## config.mk

```make
export PLATFORM = sky130hd
export DESIGN_NAME = conv2d_row_pe_stream
export DESIGN_NICKNAME = d
export VERILOG_FILES = /design/src/rtl/conv2d_row_pe_stream.sv
export SDC_FILE = /design/constraint.sdc
export NUM_CORES = 2
export LEC_CHECK = 0
export CORE_UTILIZATION = 45
export CTS_BUF_LIST = sky130_fd_sc_hd__clkbuf_8
export DETAILED_ROUTE_END_ITERATION = 10
export GPL_TIMING_DRIVEN = 0
export HOLD_SLACK_MARGIN = 0.02
export MAX_ROUTING_LAYER = met4
export SLEW_MARGIN = 20
export SYNTH_ARGS = -nofsm -noshare
export SYNTH_HDL_FRONTEND = slang
export SYNTH_SLANG_ARGS = --single-unit
```

## constraint.sdc

```tcl
create_clock -name clk -period 19.25 [get_ports clk]
set_input_delay 3.85 -clock clk [delete_from_list [all_inputs] [get_ports clk]]
set_output_delay 3.85 -clock clk [all_outputs]
set_load 0.03 [all_outputs]
```

## src/rtl/conv2d_row_pe_stream.sv

```systemverilog
// Single-row 2D convolution PE: loads one kernel row from a broadcast weight
// stream, then slides it across a (optionally zero-padded) square feature map.
module conv2d_row_pe_stream #(
  parameter int unsigned DWIDTH    = 32,
  parameter int unsigned ACC_WIDTH = 32,
  parameter int unsigned DIM_WIDTH = 16,
  parameter int unsigned WT_DIM    = 3,
  parameter int unsigned SIGNED    = 0
) (
  input  logic                 clk,
  input  logic                 rst_n,
  input  logic                 start,
  input  logic [DIM_WIDTH-1:0] row_idx,
  input  logic [DIM_WIDTH-1:0] fm_dim,
  input  logic                 pad_en,
  input  logic [DWIDTH-1:0]    w_data,
  input  logic                 w_valid,
  output logic                 w_ready,
  input  logic [DWIDTH-1:0]    fm_data,
  input  logic                 fm_valid,
  output logic                 fm_ready,
  output logic [ACC_WIDTH-1:0] out_data,
  output logic                 out_valid,
  input  logic                 out_ready,
  output logic                 busy,
  output logic                 done
);

  localparam int unsigned PW  = 2 * DWIDTH;
  localparam int unsigned SW  = (ACC_WIDTH > PW) ? ACC_WIDTH : PW;
  localparam int unsigned CW  = DIM_WIDTH + 3;
  localparam int unsigned PAD = (WT_DIM - 1) / 2;

  typedef enum logic [1:0] {IDLE, LOAD_W, STREAM, DRAIN} state_t;

  state_t                          state;
  logic [DIM_WIDTH-1:0]            row_idx_q;
  logic [DIM_WIDTH-1:0]            fm_dim_q;
  logic                            pad_en_q;
  logic [WT_DIM-1:0][DWIDTH-1:0]   w;
  logic [WT_DIM-1:0][DWIDTH-1:0]   tap;
  logic [CW-1:0]                   m, n, x, y;

  logic [CW-1:0]                   p_side;
  logic                            p_nz, halo, emit, stall, advance, at_end, w_last;
  logic [DWIDTH-1:0]               inj;
  logic [WT_DIM-1:0][DWIDTH-1:0]   tap_nxt;
  logic [SW-1:0]                   sum;

  // Full-width product, extended to the summation width per signedness.
  function automatic logic [SW-1:0] mul_ext(input logic [DWIDTH-1:0] a,
                                            input logic [DWIDTH-1:0] b);
    logic [PW-1:0] ea, eb, p;
    ea = {{DWIDTH{(SIGNED != 0) && a[DWIDTH-1]}}, a};
    eb = {{DWIDTH{(SIGNED != 0) && b[DWIDTH-1]}}, b};
    p  = ea * eb;
    if (SIGNED != 0) mul_ext = SW'($signed(p));
    else             mul_ext = SW'(p);
  endfunction

  always_comb begin
    p_side  = CW'(fm_dim_q) + (pad_en_q ? CW'(2 * PAD) : CW'(0));
    p_nz    = (p_side != '0);
    halo    = pad_en_q && ((x < CW'(PAD)) || (x >= p_side - CW'(PAD)) ||
                           (y < CW'(PAD)) || (y >= p_side - CW'(PAD)));
    emit    = (x >= CW'(WT_DIM - 1)) && (y >= CW'(row_idx_q)) &&
              (y + CW'(WT_DIM) <= p_side + CW'(row_idx_q));
    stall   = emit && out_valid && !out_ready;
    advance = (state == STREAM) && p_nz && !stall && (halo || fm_valid);
    fm_ready = (state == STREAM) && p_nz && !halo && !stall;
    at_end  = (x == p_side - CW'(1)) && (y == p_side - CW'(1));
    w_last  = (m == CW'(WT_DIM - 1)) && (n == CW'(WT_DIM - 1));
    inj     = halo ? '0 : fm_data;
    tap_nxt = '0;
    tap_nxt[0] = inj;
    for (int unsigned k = 1; k < WT_DIM; k++) tap_nxt[k] = tap[k-1];
    // Newest tap pairs with the last weight of the row.
    sum = '0;
    for (int unsigned k = 0; k < WT_DIM; k++) sum = sum + mul_ext(tap_nxt[k], w[WT_DIM-1-k]);
  end

  always_ff @(posedge clk) begin
    if (!rst_n) begin
      state     <= IDLE;
      row_idx_q <= '0;
      fm_dim_q  <= '0;
      pad_en_q  <= 1'b0;
      w         <= '0;
      tap       <= '0;
      m         <= '0;
      n         <= '0;
      x         <= '0;
      y         <= '0;
      w_ready   <= 1'b0;
      out_data  <= '0;
      out_valid <= 1'b0;
      busy      <= 1'b0;
      done      <= 1'b0;
    end else begin
      done <= 1'b0;
      if (out_valid && out_ready) out_valid <= 1'b0;
      // A new load overrides the clear, giving back-to-back results.
      if (advance) begin
        tap <= tap_nxt;
        if (emit) begin
          out_data  <= ACC_WIDTH'(sum);
          out_valid <= 1'b1;
        end
        if (x == p_side - CW'(1)) begin
          x <= '0;
          y <= y + CW'(1);
        end else begin
          x <= x + CW'(1);
        end
      end
      case (state)
        IDLE: begin
          if (start) begin
            row_idx_q <= row_idx;
            fm_dim_q  <= fm_dim;
            pad_en_q  <= pad_en;
            w         <= '0;
            tap       <= '0;
            m         <= '0;
            n         <= '0;
            x         <= '0;
            y         <= '0;
            w_ready   <= 1'b1;
            busy      <= 1'b1;
            state     <= LOAD_W;
          end
        end
        LOAD_W: begin
          if (w_valid) begin
            for (int unsigned k = 0; k < WT_DIM; k++)
              if ((m == CW'(row_idx_q)) && (n == CW'(k))) w[k] <= w_data;
            if (n == CW'(WT_DIM - 1)) begin
              n <= '0;
              m <= m + CW'(1);
            end else begin
              n <= n + CW'(1);
            end
            if (w_last) begin
              w_ready <= 1'b0;
              x       <= '0;
              y       <= '0;
              state   <= STREAM;
            end
          end
        end
        STREAM: begin
          if (!p_nz || (advance && at_end)) state <= DRAIN;
        end
        DRAIN: begin
          if (!out_valid) begin
            done  <= 1'b1;
            busy  <= 1'b0;
            state <= IDLE;
          end
        end
        default: state <= IDLE;
      endcase
    end
  end

endmodule

```

==> run summary <==
• run status: finished clean
• part of the Yosys area used for sequential elements: 9.572%
• peak per-stage delay on the critical path: 0.86 ns
• Async S/R FF share, synth: 0%
• aggregate global-route resource usage: 38.79%
• count of endpoints failing hold in the final timing report: 0
• leftover overflow at the end of global routing: 0
• clock tree sinks: 307
• Worst Setup End Kind: register
• buffer type at the clock tree root: clkbuf_8
• wire length of the first global-routing pass: 383800 um
• clock edge transition at the registers on the reported setup and hold paths: 0.07 ns
• Port Buffers: 138
• Reg2Reg Setup Slack: 3.01 ns
• area share of the largest cell type after synthesis: 41.69%
• FILL cells: 13950
• gpl congestion: 1.027
• area used by sequential logic in the layout: 6146 um^2
• number of remaining DRC errors: 0
• total I/O pin count: 140
• setup repair after global routing missed its margin: no
• number of buffers and inverters on the critical path: 10
• Antenna Violating Nets Remaining: 0
• critical path depth in cells: 51
• Sequential Power Share: 17.8%
• pin count of the biggest net entering global routing: 15
• antenna violations before repair: 28
• ratio of cells with drive above 1 in the final layout: 2.406%
• capture point of the worst reg-to-reg path: out_data[31]
• Netlist cell types: 79
• post-DR vias/cell: 5.487
• uppermost layer routed: met4
• final clock skew: 0.05216 ns
• length of routed met2 wiring: 113900 um
• Hold Path Origin: fm_dim_q[1]
• power per cell area: 63.94 nW/um^2
• dominant cell type by area after synthesis: fa_1
• die extent in x: 379.7 um
• number of DRC markers in iteration 0: 5692
• Die ar.: 144200 um^2
• mean cell area of the mapped netlist: 8.877 um^2
• layout overhead on the synthesized area: 8.023%
• CTS Buf Count: 55
• maximum level of the CTS H-tree: 2
• Pint: 2.075 mW
• cell with the largest stage delay on the worst path: clkbuf_1
• number of standard-cell rows in the floorplan: 138
• Max FO, Critical Path: 10
• capture endpoint of the worst hold path: fm_dim_q[1]
• data arrival time of the worst path: 16.88 ns
• hold-critical path depth: 2
• number of cells on the worst reg-to-reg path: 51
• count of cells resized by post-cts repair: 0
• routed wire length: 269600 um
• Switching Share: 53.22%
• met1 wire length: 115000 um
• post-layout min period: 16.24 ns
• Hold WS: 0.4748 ns
• path category of the worst min-delay check: reg2reg
• number of pins exceeding their max-slew limit in the final report: 0
• total leakage power: 32.54 nW
• most common cell type on the critical path: fa_1
• post-DR wirelength/cell: 28.72 um
• slew of the pin with the lowest slew margin: 1.307 ns
• Switching Power: 2.360 mW
• highest clock frequency the design can meet: 0.06158 GHz
• vias in the first global route: 52000
• Clock Power Share: 16.2%
• maximum vdd ir drop: 0.06368 mV
• Final HPWL DP: 232100 um
• combinational share of power: 66.0%
• post-layout net count: 9341
• footprint of the multi-input gates: 51030 um^2
• maximum buffer depth of the clock tree: 3
• cells taking the most area after synthesis: fa_1 42%, dfxtp_1 9.6%, ha_1 9.1%, inv_1 8.6%, nand2_1 6.9%
• total standard cell area after synthesis: 64210 um^2
• Via Count: 51510
• Synth Register Bits: 307
• final setup violation count: 0
• number of instances in the synthesized netlist: 7233
• starting density of the core: 45.35%
• Warnings, synthesis: 0
• CP Class: reg2reg
• startpoint class of the critical path: register
• Die Ht: 379.7 um
• Final WS setup: 3.012 ns
• worst relative slew slack: 12.87%
• hold bufs inserted after CTS: 0
• gate family responsible for the most delay along the worst path: adder cells
• CTS tree: done
• Synthesized Nets: 9141
• # Max-Cap Violations: 0
• wire length on met3: 28350 um
• EDFF count, synth: 0
• Post-Route Setup TNS: 0 ns
• Place WS: 2.926 ns
• Required @ worst endpoint: 19.89 ns
• first-pass iteration count of the detailed router: 6
• final clock period utilization by the worst path: 84.36%
• top_reg_cell synth: dfxtp_1
• Reg-to-Reg Start: pad_en_q
• Worst-Skew Late Latency: 0.72 ns
• Floorplan Core Area: 141600 um^2
• post-CTS setup repair buffer count: 0
## metrics by stage
stage	std cells	area [um^2]	total power [mW]	utilization, %
2_1_floorplan	7233	64210	2.486	-
3_3_place_gp	9261	67950	3.642	47.99
3_5_place_dp	9265	68030	3.669	48.05
4_1_cts	9369	69290	4.399	48.94
5_1_grt	9376	69330	4.672	48.97
6_report	9388	69360	4.435	48.99
## cell usage after synthesis (22+ instances only)
cell	number
a21oi_1	137
xor2_1	101
mux2i_1	158
a21o_1	34
o21ai_0	38
fa_1	1337
clkbuf_1	365
nor3_1	33
and2_1	663
buf_2	22
dfxtp_1	307
nor2b_1	44
and3_1	26
nand4_1	42
inv_1	1465
nor2_1	277
nand3_1	77
ha_1	468
xnor2_1	250
nand2_1	1172
## kinds of logic (layout without fill, tap and decap cells)
| kind of cell | Yosys count | after routing | synth area share (%) |
|---|---|---|---|
| other | 0 | 18 | 0 |
| AO/OA/AOI/OAI | 304 | 304 | 2.948 |
| flip-flops | 307 | 307 | 9.572 |
| adder cells (fa/ha/maj) | 1811 | 1811 | 50.90 |
| XOR/XNOR | 358 | 358 | 5.032 |
| buffers and inverters | 1864 | 2111 | 11.00 |
| multiplexers | 158 | 158 | 2.463 |
| AND/OR/NAND/NOR | 2431 | 2431 | 18.08 |
## final cells by class
type | count | area share [%]
antenna | 18 | 0.06494
buffer | 398 | 2.280
clock buffer | 69 | 1.369
clock inverter | 35 | 0.4402
inverter | 1466 | 7.934
multi-input combinational | 5062 | 73.57
sequential | 307 | 8.861
tap | 1890 | 3.410
timing repair buffer | 143 | 2.073
## power groups by stage
| stage | Sequential [mW] | Combinational [mW] | Clock (mW) |
|---|---|---|---|
| after global placement | 0.796 | 2.85 | 0 |
| after CTS | 0.783 | 2.89 | 0.722 |
| after detailed placement | 0.797 | 2.87 | 0 |
| final | 0.790 | 2.93 | 0.718 |
| after global routing | 0.788 | 3.13 | 0.750 |
| after floorplan | 0.735 | 1.75 | 0 |
## flip-flops by register name, indices dropped and copies added (netlist names), 2 cells and up
| signal | flops |
|---|---|
| state | 2 |
| x | 19 |
| tap | 64 |
| y | 19 |
| fm_dim_q | 16 |
| row_idx_q | 16 |
| w | 96 |
| m | 19 |
| n | 19 |
| out_data | 32 |
## how the worst max path moves through the flow
stage,start,slack (ns),to
5_1_grt,pad_en_q,2.31,out_data[31]
4_1_cts,pad_en_q,2.87,out_data[31]
3_5_place_dp,pad_en_q,2.93,out_data[31]
3_3_place_gp,pad_en_q,2.89,out_data[31]
6_report,pad_en_q,3.01,out_data[31]
2_1_floorplan,pad_en_q,6.65,out_data[31]
## per-layer routing
layer	track usage [%]	vias up
met5	-	-
met4	13.96	0
met3	8.145	465
met2	55.20	2626
met1	54.36	26590
li1	-	21830
## worst reg2reg max path, delay by kind of cell (launching register included)
kind / cells / cell delay, ns
XOR/XNOR: 3 / 0.96
AO/OA/AOI/OAI: 16 / 3.72
AND/OR/NAND/NOR: 6 / 1.46
buffers and inverters: 10 / 2.34
adder cells (fa/ha/maj): 16 / 7.23
flip-flops: 1 / 0.46
## placed cells by master, fill, tap and decap left out, drive strengths merged, types with 44 or more instances in the layout
cell type      count
inv             1479
fa              1337
nand2           1173
and2             663
ha               468
clkbuf           434
dfxtp            307
nor2             277
xnor2            251
mux2i            158
clkdlybuf4s50    138
a21oi            137
xor2             102
nand3             81
nand4             44
nor2b             44
Power figures use the tool's default switching activity.
